## src/rtl/serial_add_sub_ctrl.sv

```systemverilog
// -----------------------------------------------------------------------------
// serial_add_sub_ctrl
//
// Bit-serial WIDTH-bit adder/subtractor. One full-adder cell is stepped over
// the operands LSB first, one bit per clock, so an operation takes
// WIDTH + 2 cycles (IDLE accept, WIDTH RUN cycles, one DONE cycle).
// Subtraction is a + ~b + 1: B is inverted on load and the carry is seeded
// with 1.
//
// Ports:
//   clk        system clock, rising edge
//   rst        synchronous, active-high reset
//   start      operation request, sampled only in IDLE
//   sub        0 = a + b, 1 = a - b, latched with start
//   a_in       operand A, latched with start
//   b_in       operand B, latched with start
//   busy       high while bits are being processed
//   done       one-cycle pulse, result/carry_out/overflow valid
//   result     sum/difference, held until the next operation completes
//   carry_out  carry out of the MSB (subtract: 1 = no borrow)
//   overflow   signed two's-complement overflow
// -----------------------------------------------------------------------------
module serial_add_sub_ctrl #(
  parameter int WIDTH = 8
) (
  input  logic             clk,
  input  logic             rst,
  input  logic             start,
  input  logic             sub,
  input  logic [WIDTH-1:0] a_in,
  input  logic [WIDTH-1:0] b_in,
  output logic             busy,
  output logic             done,
  output logic [WIDTH-1:0] result,
  output logic             carry_out,
  output logic             overflow
);

  localparam int             CW   = (WIDTH > 1) ? $clog2(WIDTH) : 1;
  localparam logic [CW-1:0]  LAST = CW'(WIDTH - 1);

  typedef enum logic [1:0] {
    IDLE,
    RUN,
    DONE
  } state_t;

  state_t           state;
  state_t           state_nxt;

  logic [WIDTH-1:0] a_sh;       // operand A, consumed from bit 0
  logic [WIDTH-1:0] b_sh;       // operand B (pre-inverted for subtract)
  logic [WIDTH-1:0] acc_sh;     // partial result, filled from the MSB down
  logic [WIDTH-1:0] acc_nxt;
  logic             carry;      // carry into the bit currently processed
  logic [CW-1:0]    cnt;        // index of the bit currently processed

  logic             sum_bit;
  logic             carry_nxt;
  logic             last_bit;

  // The full-adder cell.
  assign sum_bit   = a_sh[0] ^ b_sh[0] ^ carry;
  assign carry_nxt = (a_sh[0] & b_sh[0]) | (a_sh[0] & carry) | (b_sh[0] & carry);
  assign last_bit  = (cnt == LAST);

  // New sum bit enters at the MSB; after WIDTH shifts bit 0 holds the LSB.
  assign acc_nxt   = (acc_sh >> 1) | (WIDTH'(sum_bit) << (WIDTH - 1));

  // ---------------------------------------------------------------------------
  // State register
  // ---------------------------------------------------------------------------
  // NOTE: clocked state uses non-blocking assignments so every register
  // samples pre-edge values regardless of statement order.
  always_ff @(posedge clk) begin
    if (rst) state <= IDLE;
    else     state <= state_nxt;
  end

  // ---------------------------------------------------------------------------
  // Next-state and handshake outputs
  // ---------------------------------------------------------------------------
  // NOTE: every output of this block gets a default first so no path through
  // the case leaves one unassigned, which would infer a latch.
  always_comb begin
    state_nxt = state;
    busy      = 1'b0;
    done      = 1'b0;
    unique case (state)
      IDLE: if (start) state_nxt = RUN;
      RUN: begin
        busy = 1'b1;
        if (last_bit) state_nxt = DONE;
      end
      DONE: begin
        done      = 1'b1;
        state_nxt = IDLE;
      end
      default: state_nxt = IDLE;
    endcase
  end

  // ---------------------------------------------------------------------------
  // Operand shift registers
  // ---------------------------------------------------------------------------
  // NOTE: the operand registers carry no reset; they are always loaded on an
  // accepted start before the RUN state reads them, so a reset adds nothing.
  always_ff @(posedge clk) begin
    if (state == IDLE && start) begin
      a_sh <= a_in;
      b_sh <= sub ? ~b_in : b_in;
    end else if (state == RUN) begin
      a_sh <= a_sh >> 1;
      b_sh <= b_sh >> 1;
    end
  end

  // ---------------------------------------------------------------------------
  // Carry, counter, partial result and held outputs
  // ---------------------------------------------------------------------------
  always_ff @(posedge clk) begin
    if (rst) begin
      carry     <= 1'b0;
      cnt       <= '0;
      acc_sh    <= '0;
      result    <= '0;
      carry_out <= 1'b0;
      overflow  <= 1'b0;
    end else begin
      unique case (state)
        IDLE: begin
          if (start) begin
            carry  <= sub;
            cnt    <= '0;
            acc_sh <= '0;
          end
        end
        RUN: begin
          carry  <= carry_nxt;
          cnt    <= cnt + 1'b1;
          acc_sh <= acc_nxt;
          // Published outputs change only here, so they stay stable
          // through the following DONE and IDLE cycles.
          if (last_bit) begin
            result    <= acc_nxt;
            carry_out <= carry_nxt;
            overflow  <= carry ^ carry_nxt;  // carry into MSB vs out of MSB
          end
        end
        default: ;
      endcase
    end
  end

endmodule
```

## config.mk

```make
export PLATFORM = sky130hd
export DESIGN_NAME = serial_add_sub_ctrl
export DESIGN_NICKNAME = d
export VERILOG_FILES = /design/src/rtl/serial_add_sub_ctrl.sv
export SDC_FILE = /design/constraint.sdc
export NUM_CORES = 1
export LEC_CHECK = 0
export CAP_MARGIN = 15
export CELL_PAD_IN_SITES_DETAIL_PLACEMENT = 1
export CELL_PAD_IN_SITES_GLOBAL_PLACEMENT = 2
export CORE_UTILIZATION = 35
export CTS_CLUSTER_SIZE = 12
export DETAILED_ROUTE_END_ITERATION = 16
export HOLD_SLACK_MARGIN = 0.08
export PLACE_DENSITY = 0.92
export REMOVE_ABC_BUFFERS = 1
export SYNTH_ARGS = -nofsm -noshare
export SYNTH_HDL_FRONTEND = slang
export SYNTH_SLANG_ARGS = --single-unit
```

## constraint.sdc

```tcl
create_clock -name clk -period 3.23 [get_ports clk]
set_input_delay 0.4845 -clock clk [delete_from_list [all_inputs] [get_ports clk]]
set_output_delay 0.4845 -clock clk [all_outputs]
set_load 0.1 [all_outputs]
```

==> parameters.txt <==
Parameter                              Value

Yosys
  Number of enable-type register cells in the synthesized netlist ... 16
  Cell area after technology mapping ... around 0.0016 sq mm
  Yosys reg bits ... 39
  Post-synthesis cell count ... roughly 150
  Cell taking the most area after synthesis ... sky130_fd_sc_hd__edfxtp_1
  FFs w/ async S/R, synth ... 0%
  Sequential share of the synthesized area ... 57.7%
  Predominant post-synthesis flop cell ... sky130_fd_sc_hd__dfxtp_1
  Unique masters post-synth ... 27
  Mean Syn Cell Area ... 11.2 sq um
  Post-synth top area share ... between 20% and 30%
  Yosys warning total ... 0
  Top cells by area in the synthesized netlist ... sky130_fd_sc_hd__edfxtp_1, sky130_fd_sc_hd__dfxtp_1, sky130_fd_sc_hd__a21oi_1

Timing
  Normalized max-slew margin ... between 30% and 40%
  Worst hold slack ... approximately 460 ps
  Fin Setup TNS ... 0 ps
  Final critical path time including I/O delays and setup ... about 2300 ps
  Max Clock Skew ... between 9 and 10 ps
  Final hold viol count ... 0
  Fmax ... 439 MHz
  Final clock period utilization by the worst path ... between 70% and 80%
  Least-Margin Pin Slew ... 993 ps
  RSZ-0062 raised after global routing ... false
  Count of final max-slew check failures ... 0
  Setup violators final ... 0

Floorplan
  IO Count ... 32
  Initial core utilization ... 37.0%
  Die Width ... roughly 70 microns
  Overall die height ... roughly 70 microns
  Die area ... just under 0.005 sq mm
  Number of rows created at floorplan ... 24
  Core area ... ~0.0044 sq mm

Worst setup path
  Type of destination of the critical path ... output port
  Data arrival time of the worst path ... approximately 1800 ps
  Critical Setup Path Class ... flop to output port
  Combined buffer and inverter count along the critical path ... 1
  Launching instance or port of the critical path ... result[4]
  Critical R2R Launch ... cnt[0]
  Critical-path cell with the highest stage delay ... sky130_fd_sc_hd__clkdlybuf4s50_1
  Required time reported for the critical path endpoint ... 2750 ps
  Largest fanout of any net on the critical path ... 2
  CP peak stage delay ... between 1000 and 1500 ps
  Ordered cell list for the critical path ... clkdlybuf4s50_1
  Nature of the critical path startpoint ... flop
  Cell family with the largest share of critical-path delay ... buffers and inverters

Detailed routing
  Total length of routed met2 wires ... roughly 1800 microns
  Met1 routed wirelength after detailed routing ... 1490 microns
  DRT antenna net count ... 0
  Number of remaining DRC errors ... 0
  Starting DRC count in detailed routing ... between 50 and 60
  Mean number of vias per cell ... 4.97
  Routed wire length ... ~3500 microns
  Via count ... around 1100
  Detail Route met3 WL ... between 100 and 150 microns
  Uppermost layer routed ... met4
  Average detailed-routed wire length per instance ... about 15 microns
  First-pass iteration count of the detailed router ... 4

Status
  Run status ... finished, final reports clean

Clock tree
  Latest clock arrival within the worst-skew pair ... around 300 ps
  Quantity of hold-fixing buffers added after cts ... 0
  Number of sinks handled by clock tree synthesis ... 39
  Number of buffers added for setup after CTS ... 0
  H-tree level count ... 2
  Clock tree from TritonCTS ... yes
  Max Buffers Root-to-Sink ... 2
  Clk Tree Root Cell ... sky130_fd_sc_hd__clkbuf_8
  Clock Pin Slew Worst Setup and Hold Paths ... approximately 80 ps
  Clock buffer count from CTS ... 5
  Number of gates resized after cts ... 0

GRT
  Remaining global-route overflow ... 0
  Wire length of the first global-routing pass ... about 5700 microns
  Total routing usage reported by global routing ... 15.4%
  Initial antenna violation count ... 0
  Maximum number of pins on one net before global-route repair ... 24
  Vias in the first global route ... 1193

Layout
  # nets final ... 201
  Area occupied by multi-input gates ... 628 sq um
  Fraction of final layout cells with drive strength greater than 1 ... 10.6%
  Final standard cell utilization of the core ... around 47%
  Area occupied by registers ... around 940 sq um
  Filler instances ... a little under 500
  Final antenna diode count ... 0
  Area added between synthesis and finish ... 26.5%

Job
  Max capacitance violation total ... 0

Power
  Maximum VDD drop ... around 230 uV
  Reported leakage power ... between 0.7 and 0.8 nW
  Power per Cell Area ... roughly 520 mW/mm^2

Min path
  Min-Delay Startpoint ... result[3]
  Type of the tightest min-delay check ... flop to flop

Placement
  Number of buffers inserted by port buffering ... 31
  Placed wire-length estimate after detailed placement ... between 2000 and 3000 microns
  GP Congestion ... around 0.70
-- per-layer routing --
metal,vias up,track usage [%]
li1,567,-
met1,561,17.2
met2,14,26.9
met3,5,4.47
met4,0,6.67
met5,-,0
-- final cells by class --
type | count | share of cell area, %
Multi-Input combinational cell | 97 | 30.4
Sequential cell | 39 | 45.6
Tap cell | 52 | 3.15
Clock buffer | 8 | 4.91
Timing Repair Buffer | 33 | 15.5
Inverter | 2 | 0.364
-- path summary, 6_finish.rpt --
check	endpoint	slack [ps]	cells after the start
worst min-delay path	result[3]	460	2
worst min register to register	result[3]	460	2
worst max register to register	overflow	1690	5
worst max-delay path	result[4]	950	1
-- state kept, by name, summed over array words and instances, names as in the netlist --
register / count
state: 2
a_sh: 8
result: 8
overflow: 1
b_sh: 8
acc_sh: 7
carry_out: 1
carry: 1
cnt: 3
-- through the flow --
stage / cell area [sq um] / total power [mW] / instances / setup slack (ps)
global placement: 1960 / 0.698 / 223 / 1140
global route: 2060 / 1.11 / 231 / 912
finish: 2060 / 1.06 / 231 / 952
detailed placement: 1960 / 0.708 / 223 / 1090
CTS: 2060 / 1.07 / 231 / 942
floorplan: 1580 / 0.649 / 138 / 925
-- Yosys cell counts (2+ instances only) --
library cell / instances
sky130_fd_sc_hd__clkbuf_1: 2
sky130_fd_sc_hd__nand2_1: 19
sky130_fd_sc_hd__nor2_1: 21
sky130_fd_sc_hd__a21oi_1: 18
sky130_fd_sc_hd__ha_1: 2
sky130_fd_sc_hd__mux2_1: 5
sky130_fd_sc_hd__mux2_2: 2
sky130_fd_sc_hd__a211oi_2: 2
sky130_fd_sc_hd__buf_2: 2
sky130_fd_sc_hd__buf_4: 2
sky130_fd_sc_hd__xnor2_1: 9
sky130_fd_sc_hd__a22oi_1: 9
sky130_fd_sc_hd__dfxtp_1: 23
sky130_fd_sc_hd__buf_6: 2
sky130_fd_sc_hd__edfxtp_1: 16
-- where the power goes --
part           switching [mW]  internal (mW)
clock network           0.168          0.200
registers              0.0165          0.552
logic                  0.0655         0.0615
total                   0.251          0.813
-- layout by cell type, fill, tap and decap left out, drive strengths merged --
cell           Yosys  layout
clkdlybuf4s50      0      29
dfxtp             23      23
nor2              21      21
nand2             19      19
a21oi             18      18
edfxtp            16      16
xnor2              9       9
a22oi              9       9
clkbuf             2       8
mux2               7       7
buf                6       4
a211oi             2       2
ha                 2       2
nor2b              2       2
inv                2       2
nor3b              1       1
o21bai             1       1
and3b              1       1
nand3b             1       1
and2               1       1
o221a              1       1
nand2b             1       1
fa                 1       1
-- kinds of logic after synthesis --
family / Yosys count / synth area share, %
AOI/OAI and AO/OA: 31 / 13.0
adders and majority gates: 3 / 2.76
muxes: 7 / 4.83
xor gates and xnor gates: 9 / 4.83
and+or+nand+nor: 47 / 13.0
DFF: 39 / 57.7
buffers and inverters: 10 / 3.83
No activity file was read; power rests on OpenSTA's default activity.
